File: config.mk
export PLATFORM = sky130hd
export DESIGN_NAME = swarm_run_ctrl
export DESIGN_NICKNAME = d
export VERILOG_FILES = /design/src/rtl/satswarmv2_pkg.sv /design/src/rtl/swarm_run_ctrl_first_done_pick.sv /design/src/rtl/swarm_run_ctrl.sv
export SDC_FILE = /design/constraint.sdc
export NUM_CORES = 1
export LEC_CHECK = 0
export ABC_AREA = 1
export CORE_ASPECT_RATIO = 1.75
export CORE_MARGIN = 1
export CORE_UTILIZATION = 35
export CTS_BUF_LIST = sky130_fd_sc_hd__clkbuf_8 sky130_fd_sc_hd__clkbuf_16
export DETAILED_ROUTE_END_ITERATION = 7
export GPL_TIMING_DRIVEN = 0
export PLACE_DENSITY = 0.6
export SLEW_MARGIN = 20
export SYNTH_ARGS = -nofsm -noshare
export SYNTH_HDL_FRONTEND = slang
export SYNTH_SLANG_ARGS = --single-unit
File: constraint.sdc
create_clock -name clk -period 3.4 [get_ports clk]
set_clock_uncertainty 0.05 [all_clocks]
set_input_delay 1.02 -clock clk [delete_from_list [all_inputs] [get_ports clk]]
set_output_delay 1.02 -clock clk [all_outputs]
set_load 0.02 [all_outputs]
File: src/rtl/satswarmv2_pkg.sv
// satswarmv2_pkg: shared run-state encoding and core-index width for the swarm run sequencer.
// rev 1.0
`default_nettype none

package satswarmv2_pkg;

  localparam int RUN_CORE_ID_W = 4;

  typedef enum logic [2:0] {
    ST_IDLE = 3'd0,
    ST_LOAD = 3'd1,
    ST_ARM  = 3'd2,
    ST_RUN  = 3'd3,
    ST_DONE = 3'd4
  } run_state_e;

endpackage

`default_nettype wire

File: src/rtl/swarm_run_ctrl_first_done_pick.sv
// first_done_pick: lowest-index priority encoder over per-core done flags.
// rev 1.0
`default_nettype none

module first_done_pick
  import satswarmv2_pkg::*;
#(
  parameter int NUM_CORES = 4
) (
  input  logic [NUM_CORES-1:0]     done,
  input  logic [NUM_CORES-1:0]     sat,
  input  logic [NUM_CORES-1:0]     unsat,
  output logic                     any,
  output logic [RUN_CORE_ID_W-1:0] idx,
  output logic                     pick_sat,
  output logic                     pick_unsat
);

  // Scan high to low so the lowest set index is the last one written.
  always_comb begin
    any        = 1'b0;
    idx        = '0;
    pick_sat   = 1'b0;
    pick_unsat = 1'b0;
    for (int i = NUM_CORES - 1; i >= 0; i--) begin
      if (done[i]) begin
        any        = 1'b1;
        idx        = RUN_CORE_ID_W'(i);
        pick_sat   = sat[i];
        pick_unsat = unsat[i];
      end
    end
  end

endmodule

`default_nettype wire

File: src/rtl/swarm_run_ctrl.sv
// swarm_run_ctrl: host-side load/start/result sequencer for the solver core grid.
// rev 1.0
`default_nettype none

module swarm_run_ctrl
  import satswarmv2_pkg::*;
#(
  parameter int NUM_CORES = 4,
  parameter int TIMEOUT_W = 32,
  parameter int CNT_W     = 24
) (
  input  logic                     clk,
  input  logic                     rst_n,
  input  logic                     cmd_load_begin,
  input  logic                     cmd_start,
  input  logic                     cmd_abort,
  input  logic [TIMEOUT_W-1:0]     cfg_timeout_cycles,
  input  logic                     host_load_valid,
  input  logic signed [31:0]       host_load_literal,
  input  logic                     host_load_clause_end,
  output logic                     host_load_ready,
  output logic                     core_load_valid,
  output logic [31:0]              core_load_literal,
  output logic                     core_load_clause_end,
  input  logic [NUM_CORES-1:0]     core_load_ready,
  output logic                     core_start,
  output logic                     core_abort,
  input  logic [NUM_CORES-1:0]     core_done,
  input  logic [NUM_CORES-1:0]     core_sat,
  input  logic [NUM_CORES-1:0]     core_unsat,
  output logic [2:0]               state,
  output logic                     busy,
  output logic                     result_valid,
  output logic                     result_sat,
  output logic                     result_unsat,
  output logic                     result_timeout,
  output logic                     result_conflict,
  output logic [RUN_CORE_ID_W-1:0] result_core_id,
  output logic [TIMEOUT_W-1:0]     run_cycles,
  output logic [CNT_W-1:0]         lit_count,
  output logic [CNT_W-1:0]         clause_count
);

  run_state_e             cur;
  logic [TIMEOUT_W-1:0]   limit;
  logic                   pick_any;
  logic [RUN_CORE_ID_W-1:0] pick_idx;
  logic                   pick_sat;
  logic                   pick_unsat;
  logic                   start_ok;
  logic                   load_open;
  logic                   beat;
  logic                   go_load;
  logic                   go_arm;
  logic                   abort_act;

  first_done_pick #(.NUM_CORES(NUM_CORES)) u_pick (
    .done       (core_done),
    .sat        (core_sat),
    .unsat      (core_unsat),
    .any        (pick_any),
    .idx        (pick_idx),
    .pick_sat   (pick_sat),
    .pick_unsat (pick_unsat)
  );

  assign start_ok  = cmd_start & (clause_count != '0);
  // The window closes in any cycle that leaves or restarts LOAD so no beat is lost to a clear.
  assign load_open = (cur == ST_LOAD) & ~cmd_abort & ~start_ok & ~cmd_load_begin;

  assign host_load_ready      = load_open & (&core_load_ready);
  assign core_load_valid      = host_load_valid & load_open;
  assign core_load_literal    = host_load_literal;
  assign core_load_clause_end = host_load_clause_end;
  assign beat                 = host_load_valid & host_load_ready;

  assign abort_act = cmd_abort & (cur != ST_IDLE);
  assign state     = cur;

  always_comb begin
    go_load = 1'b0;
    go_arm  = 1'b0;
    case (cur)
      ST_IDLE: go_load = cmd_load_begin & ~cmd_abort;
      ST_LOAD: begin
        go_arm  = start_ok & ~cmd_abort;
        go_load = cmd_load_begin & ~cmd_abort & ~start_ok;
      end
      ST_DONE: begin
        go_arm  = cmd_start & ~cmd_abort;
        go_load = cmd_load_begin & ~cmd_abort & ~cmd_start;
      end
      default: ;
    endcase
  end

  always_ff @(posedge clk or negedge rst_n) begin
    if (!rst_n) begin
      cur             <= ST_IDLE;
      busy            <= 1'b0;
      core_start      <= 1'b0;
      core_abort      <= 1'b0;
      limit           <= '0;
      result_valid    <= 1'b0;
      result_sat      <= 1'b0;
      result_unsat    <= 1'b0;
      result_timeout  <= 1'b0;
      result_conflict <= 1'b0;
      result_core_id  <= '0;
      run_cycles      <= '0;
      lit_count       <= '0;
      clause_count    <= '0;
    end else begin
      core_start <= go_arm;
      core_abort <= abort_act;

      if (beat) begin
        if (lit_count != '1) lit_count <= lit_count + CNT_W'(1);
        if (host_load_clause_end && clause_count != '1) clause_count <= clause_count + CNT_W'(1);
      end
      if (abort_act || go_load) begin
        lit_count    <= '0;
        clause_count <= '0;
      end
      if (abort_act || go_load || go_arm) begin
        result_valid    <= 1'b0;
        result_sat      <= 1'b0;
        result_unsat    <= 1'b0;
        result_timeout  <= 1'b0;
        result_conflict <= 1'b0;
        result_core_id  <= '0;
        run_cycles      <= '0;
      end
      if (go_arm) limit <= cfg_timeout_cycles;

      if (abort_act) begin
        cur  <= ST_IDLE;
        busy <= 1'b0;
      end else if (go_load) begin
        cur  <= ST_LOAD;
        busy <= 1'b1;
      end else if (go_arm) begin
        cur  <= ST_ARM;
        busy <= 1'b1;
      end else begin
        case (cur)
          ST_ARM: begin
            cur        <= ST_RUN;
            run_cycles <= '0;
          end
          ST_RUN: begin
            if (run_cycles != '1) run_cycles <= run_cycles + TIMEOUT_W'(1);
            if (pick_any) begin
              cur             <= ST_DONE;
              busy            <= 1'b0;
              result_valid    <= 1'b1;
              result_sat      <= pick_sat;
              result_unsat    <= pick_unsat;
              result_conflict <= pick_sat & pick_unsat;
              result_core_id  <= pick_idx;
            end else if (limit != '0 && run_cycles == limit - TIMEOUT_W'(1)) begin
              cur            <= ST_DONE;
              busy           <= 1'b0;
              result_valid   <= 1'b1;
              result_timeout <= 1'b1;
              result_core_id <= '0;
            end
          end
          default: ;
        endcase
      end
    end
  end

endmodule

`default_nettype wire

* Yosys cells after proc, flatten, opt, wreduce, memory -nomap -nowiden *
Index checks and enable logic that the tools add are counted.

cells by class
  reductions and logical operators = 19
  bitwise gates (word level) = 18
  equal/unequal tests = 9
  mux-type cells = 81
  $add $sub $neg = 4

operator list
  kind                                                                    count
  32-bit 2-to-1 mux                                                       5
  24-bit 2-to-1 mux                                                       6
  32-bit one-hot mux with 2 select lines                                  1
  1-bit 2-to-1 mux                                                        50
  24-bit by 1-bit adder with 24-bit output (second input constant)        2
  24-bit inequality test (second input constant)                          2
  32-bit by 1-bit adder with 32-bit output (second input constant)        1
  32-bit equality test                                                    1
  32-bit inequality test (second input constant)                          1
  32-bit nonzero test                                                     1
  32-bit by 1-bit subtractor with 32-bit output (second input constant)   1
  4-bit 2-to-1 mux                                                        7
  24-bit nonzero test                                                     1
  3-bit 2-to-1 mux                                                        5
  1-bit AND                                                               14
  5-bit nonzero test                                                      2
  2-bit 2-to-1 mux                                                        4
  2-bit AND reduction                                                     4
  3-bit by 2-bit equality test with 1-bit output (second input constant)  2
  6-bit inequality test (second input constant)                           1
  3-bit one-hot mux with 2 select lines                                   1
  2-bit nonzero test                                                      3
  1-bit NOT                                                               4
  4-bit AND reduction                                                     1
  9 further kinds                                                         11

storage, ports and cells
  input bits = 87
  flip-flop bits (word level) = 127
  output and inout bits = 130
  word-level logic and storage cells = 145

* Longest topological paths before layout *
  word-level depth = 14
  depth in mapped cells = 19
  gate-level depth less buffers = 19

* By module *
Synthesis repeated with hierarchy kept, for this count alone.

second synthesis, totals
  cell total of the unflattened synthesis = 1,263
  area, all modules = 8,908.5 um2

modules (own cells, without submodules)
  module           instances  sequential area each (um2)  area an instance (um2)  cells each
  swarm_run_ctrl   1          3,178.0                     8,792.2                 1,236
  first_done_pick  1          0.0                         116.4                   27

* Least setup slack after synthesis *
No wires, ideal clock.

  kind = register -> output
  start point = register clause_count[0]
  end point = output host_load_ready
  arrival = 1.930 ns
  path slack = 0.400 ns
  stages on the path, launching flop included = 9
  buffers on the path = 0
  data required time = 2.330 ns
  path through = dfrtp_1 inv_1 ha_1 nand3_1 nor2_1 nand3_1 o21ai_1 nand3_1 nor4_1

between the ends
  longest elaborated chain between the ends = 6

ends and longest elaborated chain
  what                      line                   RTL
  start: declaration        swarm_run_ctrl.sv:41   output logic [CNT_W-1:0] clause_count
  start signal: assignment  swarm_run_ctrl.sv:119  if (host_load_clause_end && clause_count != '1) clause_count <= clause_count + CNT_W'(1);
  24-bit nonzero test       swarm_run_ctrl.sv:67   assign start_ok = cmd_start & (clause_count != '0);
  1-bit AND                 swarm_run_ctrl.sv:67
  1-bit NOT                 swarm_run_ctrl.sv:69   assign load_open = (cur == ST_LOAD) & ~cmd_abort & ~start_ok & ~cmd_load_begin;
  1-bit AND (2 in series)   swarm_run_ctrl.sv:69
  1-bit AND                 swarm_run_ctrl.sv:71   assign host_load_ready = load_open & (&core_load_ready);
  end: declaration          swarm_run_ctrl.sv:21   output logic host_load_ready,

Every way passes these cells.

* Worst setup path in the final report *
  start point = input host_load_clause_end
  end point = output core_load_clause_end

RTL lines
  what                line                  RTL
  start: declaration  swarm_run_ctrl.sv:20  input logic host_load_clause_end,
  end: declaration    swarm_run_ctrl.sv:24  output logic core_load_clause_end,

No word-level cell between the ends.

==> results.json <==
{
  "status": "completed",
  "crit_path_end_kind": "output port",
  "drc": 0,
  "numPortBuffers": 184,
  "hold_viol": 0,
  "final_area_um2": 11900,
  "hold_path_class": "flop to flop",
  "dieArea_um2": 26400,
  "hold_path_end": "busy",
  "syn-instance-count": 1332,
  "wl_um": 32400,
  "antenna_found_initial": 0,
  "ios": 217,
  "die_h_um": 214,
  "wl_per_cell_um": 17.4,
  "cts_tree": "yes",
  "die_w_um": 123,
  "layout-drive-gt1-share_pct": 9.69,
  "cpMaxStageDelayCell": "clkdlybuf4s50_1",
  "nets": 1629,
  "synth_edf_count": 0,
  "r2r-start": "clause_count[1]",
  "rsz0062_at_grt": "no",
  "yosysTopAreaCell": "dfrtp_1",
  "synth_compound_area_share_pct": 8.07,
  "cp_cell_sequence": "clkdlybuf4s50_1 > buf_4 > clkdlybuf4s50_1",
  "yosysSeqAreaShare_pct": 35.3,
  "tightest_slew_ps": 721,
  "power_mw": 6.41,
  "clk-insertion-delay-late_ps": 440,
  "crit_family": "buffers and inverters",
  "clockBufferDepth": 2,
  "syn_to_final_growth_pct": 31.8,
  "synth_ff_type": "dfrtp_1",
  "via_count": 9519,
  "grtUsageTotal_pct": 25.5,
  "synthTopCellsByCount": "nand2_1 (407), nor2_1 (154), inv_1 (136), dfrtp_1 (127), nand3_1 (103)",
  "ant_nets": 0,
  "reg2regPathDepth": 14,
  "dr.pass1.iters": 7,
  "num_antenna_cells": 0,
  "dp_hpwl_um": 25600,
  "gp_congestion": 0.936,
  "cp-start-kind": "input pin",
  "path_clk_slew_ps": 50,
  "netlist.area_leader.share_pct": 35.3,
  "crit_fanout": 2,
  "ys_seq_elements": 127,
  "drtIter0Drc": 482,
  "synth-async-reset-ratio_pct": 100,
  "setup_violations": 0,
  "hp-start": "busy",
  "first_global_vias": 9758,
  "cap_violations": 0,
  "post-route-min-period_ps": 3310,
  "max-slew-margin-rel_pct": 51.9,
  "power_density_nw_per_um2": 541,
  "grt_max_degree": 68,
  "r2r_slack_ps": 440,
  "finalCritPeriodShare_pct": 97.4,
  "crit_buf_inv": 3,
  "power.leakage_nw": 5.26,
  "cts-root-buf": "clkbuf_16",
  "reg2reg_to": "run_cycles[25]",
  "yosysMostFrequentCell": "nand2_1",
  "cpMostUsedCell": "clkdlybuf4s50_1",
  "synth.avg_cell_area_um2": 6.75,
  "clkSinkCount": 127,
  "viasPerCell": 5.11,
  "fmax_mhz": 302,
  "place_area_um2": 11300,
  "path_class": "input pin to output port",
  "synth-xor-area-share_pct": 5.56,
  "synth_top_family_by_area": "simple AND/OR/NAND/NOR gates",
  "cts-hold-fix-buffers": 0,
  "synth-simple-area-share_pct": 39.4,
  "synth-adder-area-share_pct": 0.696,
  "start_util_pct": 35.6,
  "cts_buffers": 17,
  "min_path_cells": 2,
  "core-area_um2": 25200,
  "post_synth_mux_area_share_pct": 0,
  "crit_arrival_ps": 2240,
  "ir_worst_vdd_mv": 0.374,
  "synth_cell_types": 43,
  "drv_slew": 0,
  "synth_nets": 1424,
  "synth-warning-count": 0,
  "grt_pass1_wl_um": 50600,
  "synthTopCellsByArea": "dfrtp_1 (35%), nand2_1 (17%), nor2_1 (6.4%)",
  "rows": 77,
  "crit_required_ps": 2330,
  "max_stage_delay_ps": 590,
  "overflow": 0,
  "nFillCells": 2616,
  "netlist_area_um2": 8990,
  "htreeDepth": 4
}
## registers in the layout, indices dropped and copies added, names as in the netlist, 3 cells and up
name and count:
clause_count 24, limit 32, state 3, result_core_id 4, run_cycles 32, lit_count 24
## worst register-to-register path, stage by stage, from the launching register on
cell	delay, ps
dfrtp_1	410
inv_1	120
ha_1	150
nand3_1	70
nor2_1	120
nand3_1	160
o21ai_2	220
buf_4	130
nand2_1	50
nand2_2	230
inv_2	180
nor2_4	310
inv_2	150
clkbuf_1	290
a21oi_1	220
## power by group
group	leakage, nW	total (mW)	internal, mW	switching (mW)
Sequential	1.70	2.09	1.75	0.338
Clock	0.294	1.84	1.14	0.707
Combinational	3.26	2.48	0.839	1.64
## cells by family (layout without fill, tap and decap cells)
group,Yosys count,count (layout)
flops,127,127
buf+inv,216,432
simple gates,799,799
compound gates,131,131
xor+xnor,54,54
fa+ha+maj,5,5
## worst max path at each step
stage                     slack, ps                   end  cells past startpoint                  from
after floorplan                 400       host_load_ready                      8       clause_count[0]
after global placement        -4200          lit_count[4]                      1                 rst_n
after detailed placement       -310       host_load_ready                      5             cmd_abort
after CTS                        10       host_load_ready                      9       clause_count[0]
after global routing             30       core_load_valid                      9       clause_count[1]
final                            90  core_load_clause_end                      3  host_load_clause_end
## cell usage in the layout (no fill, tap or decap), types with 12 or more instances in the layout
| cell type | n |
|---|---|
| o21ai_1 | 35 |
| buf_4 | 37 |
| nor4_1 | 19 |
| nand2_1 | 407 |
| nor3_1 | 24 |
| nand4_1 | 43 |
| a21oi_1 | 29 |
| buf_2 | 12 |
| nor2_1 | 154 |
| inv_2 | 14 |
| dfrtp_1 | 127 |
| clkbuf_16 | 17 |
| inv_1 | 138 |
| clkdlybuf4s50_1 | 181 |
| xor2_1 | 43 |
| o21ai_0 | 46 |
| nand3_1 | 102 |
## cell type report
| class | count | area (µm²) | share of cell area, % |
|---|---|---|---|
| multi-input cells | 989 | 4840 | 40.8 |
| flip-flops and latches | 127 | 3180 | 26.8 |
| repair buffers | 186 | 1880 | 15.8 |
| inverters | 152 | 573 | 4.84 |
| clock buffers | 21 | 480 | 4.05 |
| plain buffers | 64 | 412 | 3.47 |
| well taps | 316 | 395 | 3.34 |
| clock inverters | 9 | 93.8 | 0.792 |
## metrics by stage
| step | setup slack (ps) | TNS [ps] | hold slack (ps) | instances | util (%) |
|---|---|---|---|---|---|
| CTS | 14.4 | 0 | 428 | 1863 | 46.9 |
| global placement | -4200 | -531810 | 410 | 1832 | 44.5 |
| finish | 88.0 | 0 | 422 | 1864 | 47.0 |
| detailed placement | -306 | -509 | 411 | 1833 | 44.6 |
| global route | 32.6 | 0 | 451 | 1864 | 47.0 |
| floorplan | 400 | 0 | 441 | 1332 | - |
## metal layers
metal  global-route usage (%)  up-vias  part of all wire, %
li1                         -     4665                    -
met1                     24.4     4412                   35
met2                     47.6      334                   54
met3                     5.03      108                  5.2
met4                     16.5        0                  6.2
met5                        0        -                    0
## repair_timing
item	in CTS	in global routing
endpoints found under the hold margin	0	0
setup endpoints to repair	2	2
setup buffers	0	1
pin swaps	0	1
resized for setup	9	2
(Power assumes the default switching activity.)
